<file path="config.mk">
export PLATFORM = sky130hd
export DESIGN_NAME = text_port_arbiter_flat
export DESIGN_NICKNAME = d
export VERILOG_FILES = /design/src/rtl/text_port_arbiter_pkg.sv /design/src/rtl/text_port_arbiter_if.sv /design/src/rtl/text_port_arbiter.sv /design/src/flat_wrapper.sv
export SDC_FILE = /design/constraint.sdc
export NUM_CORES = 1
export LEC_CHECK = 0
export CAP_MARGIN = 20
export CORE_MARGIN = 1
export CORE_UTILIZATION = 30
export CTS_BUF_LIST = sky130_fd_sc_hd__clkbuf_8
export CTS_CLUSTER_SIZE = 40
export DETAILED_ROUTE_END_ITERATION = 12
export PLACE_DENSITY_LB_ADDON = 0.05
export SYNTH_ARGS = -nofsm -noshare
export SYNTH_HDL_FRONTEND = slang
export SYNTH_SLANG_ARGS = --single-unit
</file>
<file path="constraint.sdc">
create_clock -name clk -period 1.9 [get_ports clk]
set_input_delay 0.19 -clock clk [delete_from_list [all_inputs] [get_ports clk]]
set_output_delay 0.19 -clock clk [all_outputs]
set_load 0.01 [all_outputs]
</file>
<file path="src/rtl/text_port_arbiter_pkg.sv">
// Shared definitions for the .text read-port arbiter: response-owner encoding
// and default address width.
package text_port_arbiter_pkg;

    localparam int DEFAULT_ADDR_WIDTH = 12;
    localparam int SCNT_W             = 4;

    typedef enum logic [1:0] {
        OWN_IDLE  = 2'd0,
        OWN_FETCH = 2'd1,
        OWN_DATA  = 2'd2
    } own_e;

endpackage

</file>
<file path="src/rtl/text_port_arbiter_if.sv">
// Bundle of the fetch, data and text-memory signals around the arbiter.
// The slave modport is the arbiter's view; master is the surrounding system.
interface text_port_arbiter_if
    import text_port_arbiter_pkg::*;
#(
    parameter int ADDR_WIDTH = DEFAULT_ADDR_WIDTH
);

    logic                  f_req;
    logic [ADDR_WIDTH-1:0] f_addr;
    logic                  f_gnt;
    logic                  f_rvalid;
    logic [31:0]           f_rdata;

    logic                  d_req;
    logic [ADDR_WIDTH-1:0] d_addr;
    logic                  d_gnt;
    logic                  d_rvalid;
    logic [31:0]           d_rdata;

    logic                  m_en;
    logic [ADDR_WIDTH-1:0] m_addr;
    logic [31:0]           m_dout;

    modport slave (
        input  f_req, f_addr, d_req, d_addr, m_dout,
        output f_gnt, f_rvalid, f_rdata, d_gnt, d_rvalid, d_rdata, m_en, m_addr
    );

    modport master (
        output f_req, f_addr, d_req, d_addr, m_dout,
        input  f_gnt, f_rvalid, f_rdata, d_gnt, d_rvalid, d_rdata, m_en, m_addr
    );

endinterface

</file>
<file path="src/rtl/text_port_arbiter.sv">
// Arbitrates instruction fetch and data loads onto one synchronous-read text
// memory port: fetch has priority, data is forced through after STARVE_MAX denials.
module text_port_arbiter
    import text_port_arbiter_pkg::*;
#(
    parameter int ADDR_WIDTH = DEFAULT_ADDR_WIDTH,
    parameter int STARVE_MAX = 4
) (
    input  logic                clk,
    input  logic                rst,
    text_port_arbiter_if.slave  port_if
);

    localparam logic [SCNT_W-1:0] STARVE_LIM = SCNT_W'(STARVE_MAX);

    own_e                  own_q, own_d;
    logic [SCNT_W-1:0]     scnt_q, scnt_d;
    logic [ADDR_WIDTH-1:0] m_addr_q, m_addr_d;
    logic                  d_force;
    logic                  f_gnt;
    logic                  d_gnt;

    always_comb begin
        d_force = port_if.d_req && (scnt_q == STARVE_LIM);
        f_gnt   = !rst && port_if.f_req && !d_force;
        d_gnt   = !rst && port_if.d_req && (d_force || !port_if.f_req);

        m_addr_d = m_addr_q;
        if (f_gnt)      m_addr_d = port_if.f_addr;
        else if (d_gnt) m_addr_d = port_if.d_addr;

        // The denial run restarts whenever data is granted or stops asking.
        scnt_d = '0;
        if (port_if.d_req && !d_gnt)
            scnt_d = (scnt_q == STARVE_LIM) ? scnt_q : scnt_q + 1'b1;

        own_d = OWN_IDLE;
        if (f_gnt)      own_d = OWN_FETCH;
        else if (d_gnt) own_d = OWN_DATA;
    end

    // NOTE: state registers use non-blocking assignments so every flop samples
    // the pre-edge values computed above.
    always_ff @(posedge clk or posedge rst) begin
        if (rst) begin
            own_q    <= OWN_IDLE;
            scnt_q   <= '0;
            m_addr_q <= '0;
        end else begin
            own_q    <= own_d;
            scnt_q   <= scnt_d;
            m_addr_q <= m_addr_d;
        end
    end

    assign port_if.f_gnt    = f_gnt;
    assign port_if.d_gnt    = d_gnt;
    assign port_if.m_en     = f_gnt | d_gnt;
    assign port_if.m_addr   = m_addr_d;
    assign port_if.f_rvalid = (own_q == OWN_FETCH);
    assign port_if.d_rvalid = (own_q == OWN_DATA);
    assign port_if.f_rdata  = port_if.m_dout;
    assign port_if.d_rdata  = port_if.m_dout;

endmodule

</file>
<file path="src/flat_wrapper.sv">
// flat-port wrapper written by rule: the top's interface ports become plain ports
module text_port_arbiter_flat import text_port_arbiter_pkg::*;
#(
    parameter int ADDR_WIDTH = DEFAULT_ADDR_WIDTH,
    parameter int STARVE_MAX = 4
)
  (clk, rst, port_if_f_req, port_if_f_addr, port_if_d_req, port_if_d_addr, port_if_m_dout, port_if_f_gnt, port_if_f_rvalid, port_if_f_rdata, port_if_d_gnt, port_if_d_rvalid, port_if_d_rdata, port_if_m_en, port_if_m_addr);
  text_port_arbiter_if #(.ADDR_WIDTH(ADDR_WIDTH)) port_if_i ();
  input  logic clk;
  input  logic rst;
  input wire logic [$bits(port_if_i.f_req)-1:0] port_if_f_req;
  input wire logic [$bits(port_if_i.f_addr)-1:0] port_if_f_addr;
  input wire logic [$bits(port_if_i.d_req)-1:0] port_if_d_req;
  input wire logic [$bits(port_if_i.d_addr)-1:0] port_if_d_addr;
  input wire logic [$bits(port_if_i.m_dout)-1:0] port_if_m_dout;
  output wire logic [$bits(port_if_i.f_gnt)-1:0] port_if_f_gnt;
  output wire logic [$bits(port_if_i.f_rvalid)-1:0] port_if_f_rvalid;
  output wire logic [$bits(port_if_i.f_rdata)-1:0] port_if_f_rdata;
  output wire logic [$bits(port_if_i.d_gnt)-1:0] port_if_d_gnt;
  output wire logic [$bits(port_if_i.d_rvalid)-1:0] port_if_d_rvalid;
  output wire logic [$bits(port_if_i.d_rdata)-1:0] port_if_d_rdata;
  output wire logic [$bits(port_if_i.m_en)-1:0] port_if_m_en;
  output wire logic [$bits(port_if_i.m_addr)-1:0] port_if_m_addr;
  assign port_if_i.f_req = port_if_f_req;
  assign port_if_i.f_addr = port_if_f_addr;
  assign port_if_i.d_req = port_if_d_req;
  assign port_if_i.d_addr = port_if_d_addr;
  assign port_if_i.m_dout = port_if_m_dout;
  assign port_if_f_gnt = port_if_i.f_gnt;
  assign port_if_f_rvalid = port_if_i.f_rvalid;
  assign port_if_f_rdata = port_if_i.f_rdata;
  assign port_if_d_gnt = port_if_i.d_gnt;
  assign port_if_d_rvalid = port_if_i.d_rvalid;
  assign port_if_d_rdata = port_if_i.d_rdata;
  assign port_if_m_en = port_if_i.m_en;
  assign port_if_m_addr = port_if_i.m_addr;
  text_port_arbiter #(.ADDR_WIDTH(ADDR_WIDTH), .STARVE_MAX(STARVE_MAX)) u_core (.clk(clk), .rst(rst), .port_if(port_if_i));
endmodule
</file>
Word-level counts from Yosys, hierarchy flattened
Index checks and enable logic that the tools add are counted.
Widths: inputs -> output; s select.
{"block": "word_totals", "register_bits": 18, "inputBits": 60}
{"block": "classes", "eq_ne": 4, "n_reduce_logical": 11, "bitwise": 1, "add_sub_neg": 1, "n_mux": 6}
{"op": "$mux 12", "count": 2}
{"op": "$mux 4", "count": 2}
{"op": "$logic_and 1x1->1", "count": 6}
{"op": "$add 4x1->4 const B", "count": 1}
{"op": "$eq 4x3->1 const B", "count": 1}
{"op": "$logic_not 1->1", "count": 4}
{"op": "$mux 2", "count": 2}
{"op": "$eq 2x1->1 const B", "count": 1}
{"op": "$eq 2x2->1 const B", "count": 1}
{"op": "$ne 2x2->1 const B", "count": 1}
{"op": "$logic_or 1x1->1", "count": 1}
{"op": "$or 1x1->1", "count": 1}

Longest topological paths before layout
Gate-level depths: netlist of run 1.
{"block": "logic_depth", "word_depth": 7, "mapped_depth": 6, "ltp_nobuf": 5}

Least setup slack after synthesis of run 1
Ideal clock, no wire load.
{"block": "synth_timing", "kind": "register to output", "startpoint": "register u_core.scnt_q[0]", "endpoint": "output port_if_m_addr[10]", "t_arrival_ns": 1.437, "path_slack_ns": 0.273, "path_buffers": 1, "stages_incl_launch_ff": 7, "cell_sequence": "dfrtp_1 -> inv_1 -> ha_1 -> and4b_1 -> nor2_2 -> buf_6 -> a221o_1"}
{"item": "start, declared", "line": "text_port_arbiter.sv:17", "text": "logic [SCNT_W-1:0] scnt_q, scnt_d;"}
{"item": "start signal, assigned", "line": "text_port_arbiter.sv:51", "text": "scnt_q <= scnt_d;"}
{"item": "$eq 4x3->1", "line": "text_port_arbiter.sv:24", "text": "d_force = port_if.d_req && (scnt_q == STARVE_LIM);"}
{"item": "$logic_and 1x1->1", "line": "text_port_arbiter.sv:24"}
{"item": "$logic_not 1->1", "line": "text_port_arbiter.sv:25", "text": "f_gnt = !rst && port_if.f_req && !d_force;"}
{"item": "$logic_and 1x1->1", "line": "text_port_arbiter.sv:25"}
{"item": "via port_if_f_gnt", "line": "flat_wrapper.sv:16", "text": "output wire logic [$bits(port_if_i.f_gnt)-1:0] port_if_f_gnt;"}
{"item": "$mux 12", "line": "text_port_arbiter.sv:29", "text": "if (f_gnt) m_addr_d = port_if.f_addr;"}
{"item": "end, declared", "line": "flat_wrapper.sv:23", "text": "output wire logic [$bits(port_if_i.m_addr)-1:0] port_if_m_addr;"}
The timed path passes the listed nets, and every way through them passes these cells.

Worst setup path after layout of run 1
{"block": "layout_timing", "startpoint": "register u_core.scnt_q[0]", "endpoint": "output port_if_m_addr[0]"}
{"block": "layout_between", "elab_chain_cells": 6}
{"item": "$eq 4x3->1 (*)", "line": "text_port_arbiter.sv:24"}
{"item": "$logic_and 1x1->1 (*)", "line": "text_port_arbiter.sv:24"}
{"item": "$logic_or 1x1->1", "line": "text_port_arbiter.sv:26", "text": "d_gnt = !rst && port_if.d_req && (d_force || !port_if.f_req);"}
{"item": "$logic_and 1x1->1", "line": "text_port_arbiter.sv:26"}
{"item": "$mux 12", "line": "text_port_arbiter.sv:30", "text": "else if (d_gnt) m_addr_d = port_if.d_addr;"}
{"item": "$mux 12 (*)", "line": "text_port_arbiter.sv:29"}
Every way passes the cells marked *; elsewhere a longest branch is shown, timed or not.

==> key figures, run 1 <==
Setup path
  – FF-to-FF Start: u_core.scnt_q[0]$_DFFE_PP0P_
  – Required time worst endpoint: 1.71 ns
  – Kind of start point of the critical path: register
  – Capture point of the worst reg-to-reg path: u_core.m_addr_q[0]$_DFF_PP0_
  – Path type of the worst setup path: register to output pin
  – Crit end category: output pin
  – Register-to-register setup slack: 0.05 ns
  – Signal arrival time at the worst endpoint: 1.78 ns
  – Worst r2r path cells: 9
  – Maximum fanout encountered on the critical timing path: 5

STA
  – Share of the clock period used by the worst path: 1.037
  – Final setup vio count: 11
  – Worst setup slack after layout: -0.07066 ns
  – Number of max-slew violations in the final report: 0
  – Pin slew with the least headroom to its limit: 0.3733 ns
  – Fin. Hold Viols: 0
  – Achievable frequency: 507.4 MHz
  – Worst clock skew: 0.006237 ns
  – Remaining max-slew budget at the tightest pin: 0.7508
  – Time the final worst path needs with I/O delays and setup: 1.971 ns
  – Unrepaired setup endpoints after global routing: yes

Finish
  – Layout overhead on the synthesized area: 27.21%
  – Layout cell share with drive strength beyond 1: 0.4024
  – Final non-filler cell total: 216
  – Layout Cell Area excl Fill: 1732 µm²
  – Diodes inserted: 0
  – Layout Utilization: 0.3977
  – Count of filler cells inserted in the layout: 443
  – Nets@finish: 227

Status
  – Outcome: finished with violations
  – Violated checks: setup timing

Synth
  – Average instance area after synthesis: 9.587 µm²
  – Synthesized instance count: 142
  – Count of cell types in the netlist: 27
  – Portion of the post-synthesis area used by sequential elements: 0.3309
  – Proportion of register bits with asynchronous set or reset after synthesis: 1.000
  – Number of warnings issued by yosys: 0
  – Net Count, Synth: 204
  – Portion of synthesized cell area occupied by the leading cell type: 0.3585
  – EDFF count, synth: 0
  – Cell type with the highest aggregate area in the netlist: sky130_fd_sc_hd__buf_4
  – Synthesis-stage register bit count: 18
  – Summed instance area of the synthesized netlist: 1361 µm²
  – Top cells by area, synth: sky130_fd_sc_hd__buf_4 36%, sky130_fd_sc_hd__dfrtp_1 33%, sky130_fd_sc_hd__a221o_1 8.1%, sky130_fd_sc_hd__and2_1 4.6%, sky130_fd_sc_hd__ha_1 1.8%
  – Post-synth top flop: sky130_fd_sc_hd__dfrtp_1

Clocking
  – Count of clock tree sinks: 18
  – Clock latency at the later pin of the worst-skew pair: 0.26 ns
  – Clock tree from TritonCTS: done
  – Clock root buffer: sky130_fd_sc_hd__clkbuf_8
  – # hold bufs at CTS: 0
  – Clock input transition at the sequential cells of the worst setup and hold paths: 0.08 ns
  – Total clock buffers created by CTS: 3
  – Buffers from clock root to sink, at most: 2
  – Depth of the CTS H-tree: 1

Placement
  – Count of placed standard cells including taps: 198
  – Worst-case setup slack after placement: -0.3011 ns
  – Number of I/O port buffers: 44
  – Cell area after placement: 1567 µm²
  – Detailed-placement wirelength estimate: 2525 µm
  – Placer's final routability congestion estimate: 0.7955

GRT
  – Vias in the first global route: 1,068
  – Leftover overflow at the end of global routing: 0
  – Global-route usage over all layers: 0.1447
  – Pin count of the biggest net entering global routing: 11
  – Wire length of the first global-routing pass: 5478 µm
  – Number of antenna violations at the first check in global routing: 0

Pwr
  – PwrDens: 651.7 nW/µm²
  – Design Power: 1.128 mW
  – Maximum vdd drop: 0.2414 mV
  – Static power due to leakage: 0.8209 nW

Min path
  – Worst hold path cell count: 0
  – Worst min-delay path category: input port to output pin
  – Worst hold endpoint: port_if_d_rdata[2]
  – Startpoint of the worst hold path: port_if_m_dout[2]

Detailed routing
  – Number of detailed-routing iterations run before antenna repair: 4
  – Routed wire per std cell: 15.45 µm
  – # DRC: 0
  – Remaining antenna violation count: 0
  – Post-DR vias/cell: 4.611
  – Drt total wl: 3337 µm
  – Vias: 996
  – Detailed Route Iter0 Violations: 32

Floorplan
  – X dimension of the die: 69.36 µm
  – Die ar.: 4811 µm²
  – Height of the chip: 69.36 µm
  – Count of pins on the block boundary: 141
  – Number of cell rows: 24
  – Area of the placeable core: 4354 µm²
  – Initial core utilization: 0.3126

Job
  – Maximum Capacitance Violations: 0
[power breakdown]
group          internal (mW)  switching (mW)  leakage, nW
clock                  0.184           0.143       0.0288
combinational          0.226           0.142        0.564
sequential             0.422          0.0111        0.228
[critical path: stages, from the launching register on]
cell                      delay, ns
sky130_fd_sc_hd__dfrtp_1       0.39
sky130_fd_sc_hd__inv_2         0.07
sky130_fd_sc_hd__ha_4          0.14
sky130_fd_sc_hd__and4b_1       0.23
sky130_fd_sc_hd__nor2_2        0.06
sky130_fd_sc_hd__buf_6         0.13
sky130_fd_sc_hd__a221o_1       0.36
sky130_fd_sc_hd__buf_2         0.15
[per-stage QoR]
stage                     TNS, ns  hold slack [ns]
after floorplan                 0           0.1286
after global placement     -3.452           0.3801
after detailed placement   -3.495           0.3801
after CTS                 -0.9112           0.3801
after global routing       -1.320           0.3800
final                     -0.4813           0.3800
[registers in the layout, summed over array words and instances (netlist names)]
signal           cells
u_core.scnt_q        4
u_core.m_addr_q     12
u_core.own_q         2
[cells by family after synthesis]
logic type,share of synthesized area
buffers and inverters,0.3860
xor gates and xnor gates,0.006435
DFF,0.3309
AOI/OAI and AO/OA,0.1324
and+or+nand+nor,0.1259
adders and majority gates,0.01838
[what timing repair did]
item                       CTS  global route
setup endpoints to repair   14            14
buffers inserted             9             5
pin swaps                   15             2
resized for setup           54            12
[worst max path at each step]
stage	slack, ns	end	startpoint	depth (start not counted)
6_report	-0.07	port_if_m_addr[0]	u_core.scnt_q[0]$_DFFE_PP0P_	7
5_1_grt	-0.13	port_if_m_addr[6]	u_core.scnt_q[0]$_DFFE_PP0P_	7
4_1_cts	-0.1	port_if_m_addr[3]	u_core.scnt_q[1]$_DFFE_PP0P_	7
3_5_place_dp	-0.30	port_if_m_addr[3]	port_if_d_req	6
3_3_place_gp	-0.30	port_if_m_addr[2]	rst	6
2_1_floorplan	0.27	port_if_m_addr[10]	u_core.scnt_q[0]$_DFFE_PP0P_	6
[cell type report]
cell class,count,area (µm²),area share
Multi-Input combinational cell,51,435.4,0.2514
Clock buffer,4,55.05,0.03179
Timing Repair Buffer,85,703.2,0.4061
Inverter,6,22.52,0.01301
Sequential cell,18,450.4,0.2601
Tap cell,52,65.06,0.03757
[routing by layer]
layer	track usage	wire, µm
met1	0.1788	1442
met2	0.2255	1491
met3	0.03343	254
met4	0.09297	149
met5	0	0
[synthesized netlist by cell type (2+ instances only)]
master / instances
sky130_fd_sc_hd__ha_1: 2
sky130_fd_sc_hd__nor2b_1: 2
sky130_fd_sc_hd__a221o_1: 11
sky130_fd_sc_hd__buf_4: 65
sky130_fd_sc_hd__nand2b_1: 3
sky130_fd_sc_hd__nand3_1: 3
sky130_fd_sc_hd__nand3b_1: 2
sky130_fd_sc_hd__inv_1: 6
sky130_fd_sc_hd__and2_1: 10
sky130_fd_sc_hd__o2bb2ai_1: 2
sky130_fd_sc_hd__dfrtp_1: 18
sky130_fd_sc_hd__a21oi_1: 3
[placed cells by master, fill, tap and decap left out, drive strengths merged]
cell type and instances:
nor2 2, a311oi 1, or3 1, and2 11, and4b 1, a21oi 4, nand2b 3, clkdlybuf4s50 30
and3b 1, o21bai 1, nor2b 2, buf 53, inv 6, ha 2, o21ai 1, nor4 1
a221o 11, a211oi 1, xor2 1, clkbuf 5, nand3b 2, nand3 3, dlygate4sd2 1, o2bb2ai 2
dfrtp 18
Power figures use the tool's default switching activity.
==> run 2, diff against run 1 <==
- CORE_UTILIZATION: 30 -> 27
- CTS_CLUSTER_DIAMETER: unset -> 80
- clock period: 1.9 -> 1.8 ns (I/O delays scaled with it)
==> run 2 against run 1 <==
  * The run still ends with setup timing left
  * Clock skew fell by 0.0010 ns
  * Core utilization fell by 3.9 points
  * Clock-buffer cell count fell by 1
  * Hold slack got worse by 0.11 ns
  * Global-route usage fell by 1.1 points
  * Critical path depth did not move
  * Largest cell class unchanged
  * Largest power group unchanged
==> key figures, run 2 (synthesized netlist as in run 1, its figures left out) <==
Placement
  – Worst-case setup slack after placement: -0.4224 ns (-0.1213 ns)
  – Placer's final routability congestion estimate: 0.7638 (-4.0%)
  – Number of I/O port buffers: 44 (unchanged)
  – Detailed-placement wirelength estimate: 2617 µm (+3.6%)
  – Cell area after placement: 1585 µm² (+1.2%)
  – Count of placed standard cells including taps: 213 (+7.6%)

Detailed routing
  – Remaining antenna violation count: 0 (unchanged)
  – Routed wire per std cell: 15.54 µm (+0.57%)
  – # DRC: 0 (unchanged)
  – Vias: 982 (-1.4%)
  – Drt total wl: 3527 µm (+5.7%)
  – Number of detailed-routing iterations run before antenna repair: 4 (unchanged)
  – Post-DR vias/cell: 4.326 (-6.2%)
  – Detailed Route Iter0 Violations: 25 (-22%)

Clocking
  – Clock tree from TritonCTS: done
  – Total clock buffers created by CTS: 3 (unchanged)
  – Buffers from clock root to sink, at most: 2 (unchanged)
  – Clock input transition at the sequential cells of the worst setup and hold paths: 0.07 ns (about the same)
  – # hold bufs at CTS: 0 (unchanged)
  – Count of clock tree sinks: 18 (unchanged)
  – Depth of the CTS H-tree: 1 (unchanged)
  – Clock latency at the later pin of the worst-skew pair: 0.25 ns (about the same)
  – Clock root buffer: sky130_fd_sc_hd__clkbuf_8

STA
  – Final setup vio count: 12 (+1)
  – Time the final worst path needs with I/O delays and setup: 1.993 ns
  – Unrepaired setup endpoints after global routing: yes
  – Number of max-slew violations in the final report: 0 (unchanged)
  – Worst hold-check slack: 0.2728 ns (-0.1072 ns)
  – Fin Setup TNS: -1.898 ns (-1.417 ns)
  – Pin slew with the least headroom to its limit: 0.2589 ns (-0.1144 ns)
  – Remaining max-slew budget at the tightest pin: 0.8271 (+0.07629)
  – Fin. Hold Viols: 0 (unchanged)
  – Worst setup slack after layout: -0.1931 ns (-0.1224 ns)
  – Share of the clock period used by the worst path: 1.107
  – Worst clock skew: 0.005211 ns (-0.001026 ns)
  – Achievable frequency: 501.7 MHz

Setup path
  – Max stage delay on crit path: 0.39 ns (about the same)
  – Signal arrival time at the worst endpoint: 1.81 ns (+0.03 ns)
  – Kind of start point of the critical path: register
  – Cell with the largest stage delay on the worst path: sky130_fd_sc_hd__dfrtp_1
  – Required time worst endpoint: 1.62 ns (-0.09 ns)
  – Register-to-register setup slack: 0.05 ns (about the same)
  – Series of cell instances along the critical path: inv_2, ha_4, and4b_1, nor2_4, buf_6, a221o_1, buf_2
  – Maximum fanout encountered on the critical timing path: 5 (unchanged)
  – Crit end category: output pin
  – Path type of the worst setup path: register to output pin

Finish
  – Most common cell after layout, fill and taps aside: sky130_fd_sc_hd__buf_4
  – Flip-flop count of the largest register after layout: 12 (unchanged)
  – Diodes inserted: 0 (unchanged)
  – Top library cells by usage in the layout, fill and taps aside: 33 x sky130_fd_sc_hd__buf_4, 27 x sky130_fd_sc_hd__clkdlybuf4s50_1, 18 x sky130_fd_sc_hd__dfrtp_1
  – Layout Cell Area excl Fill: 1715 µm² (-0.94%)
  – Register ranked first by flip-flop count: u_core.m_addr_q
  – Final non-filler cell total: 227 (+5.1%)
  – Count of filler cells inserted in the layout: 504 (+14%)
  – Layout cell share with drive strength beyond 1: 0.4000 (-0.002439)
  – Nets@finish: 224 (-1.3%)
  – Layout Utilization: 0.3584 (-0.03927)
  – Top Registers: u_core.m_addr_q (12), u_core.scnt_q (4), u_core.own_q (2)
  – Layout overhead on the synthesized area: 26.01%

GRT
  – Pin count of the biggest net entering global routing: 19 (+8)
  – Vias in the first global route: 1,007 (-5.7%)
  – Global-route usage over all layers: 0.1339 (-0.01081)
  – Wire length of the first global-routing pass: 5299 µm (-3.3%)
  – Number of antenna violations at the first check in global routing: 0 (unchanged)
  – Leftover overflow at the end of global routing: 0 (unchanged)

Status
  – Outcome: finished with violations
  – Violated checks: setup timing

Floorplan
  – Area of the placeable core: 4786 µm² (+9.9%)
  – Height of the chip: 73.01 µm (+5.3%)
  – Number of cell rows: 25 (+4.2%)
  – Count of pins on the block boundary: 141 (unchanged)
  – Initial core utilization: 0.2844 (-0.02820)
  – X dimension of the die: 73.01 µm (+5.3%)
  – Die ar.: 5330 µm² (+11%)

Min path
  – Worst min-delay path category: input port to async pin

Job
  – Maximum Capacitance Violations: 0 (unchanged)

Pwr
  – Static power due to leakage: 0.8192 nW (-0.21%)
  – PwrDens: 642.6 nW/µm² (-1.4%)
  – Maximum vdd drop: 0.2531 mV (+4.8%)
  – Design Power: 1.102 mW (-2.3%)
## run 2: cell types whose count changed in the layout (fill, tap and decap cells not counted), sizes merged
cell / before / now
dlymetal6s2s: 0 / 2
buf: 53 / 50
clkdlybuf4s15: 0 / 1
clkbuf: 5 / 4
clkdlybuf4s50: 30 / 27
## run 2: final timing paths
path | end | cells past startpoint | start
worst max-delay path | port_if_m_addr[9] | 7 | u_core.scnt_q[1]$_DFFE_PP0P_
worst min-delay path | u_core.m_addr_q[2]$_DFF_PP0_ | 4 | rst
worst max register to register | u_core.scnt_q[0]$_DFFE_PP0P_ | 8 | u_core.scnt_q[1]$_DFFE_PP0P_
worst min register to register | u_core.m_addr_q[7]$_DFF_PP0_ | 2 | u_core.m_addr_q[7]$_DFF_PP0_
max in group asynchronous | u_core.own_q[1]$_DFF_PP0_ | 4 | rst
min in group clk | port_if_f_rdata[12] | 0 | port_if_m_dout[12]
## run 2: report_power, final
group / switching [mW] / total [mW] / internal, mW
clock: 0.132 / 0.281 / 0.149
sequential: 0.00976 / 0.456 / 0.446
combinational: 0.147 / 0.366 / 0.219
total: 0.288 / 1.10 / 0.814
## run 2: critical path: cells and delay by family, from the launching register on
kind	cells	cell delay, ns
flip-flops	1	0.39
AND/OR/NAND/NOR	2	0.34
adder cells (fa/ha/maj)	1	0.14
AO/OA/AOI/OAI	1	0.35
buffers and inverters	3	0.35
## run 2: layer usage
layer  up-vias  routed length (µm)  track usage
li1        451                   -            -
met5         -                   0            0
met4         0                  40      0.03486
met2        70                1895       0.2551
met3         9                 347      0.04972
met1       452                1243       0.1353
## run 2: cell type report
cell class	count	area (µm²)	share of cell area
well taps	67	83.83	0.04887
multi-input cells	51	439.2	0.2560
flip-flops and latches	18	450.4	0.2626
repair buffers	82	678.2	0.3953
clock buffers	3	41.29	0.02407
inverters	6	22.52	0.01313
## run 2: repair_timing
action	4_1_cts	5_1_grt
gates resized for setup	66	9
cloned	1	1
buffers inserted	11	4
setup endpoints to repair	15	18
pin swaps	16	3
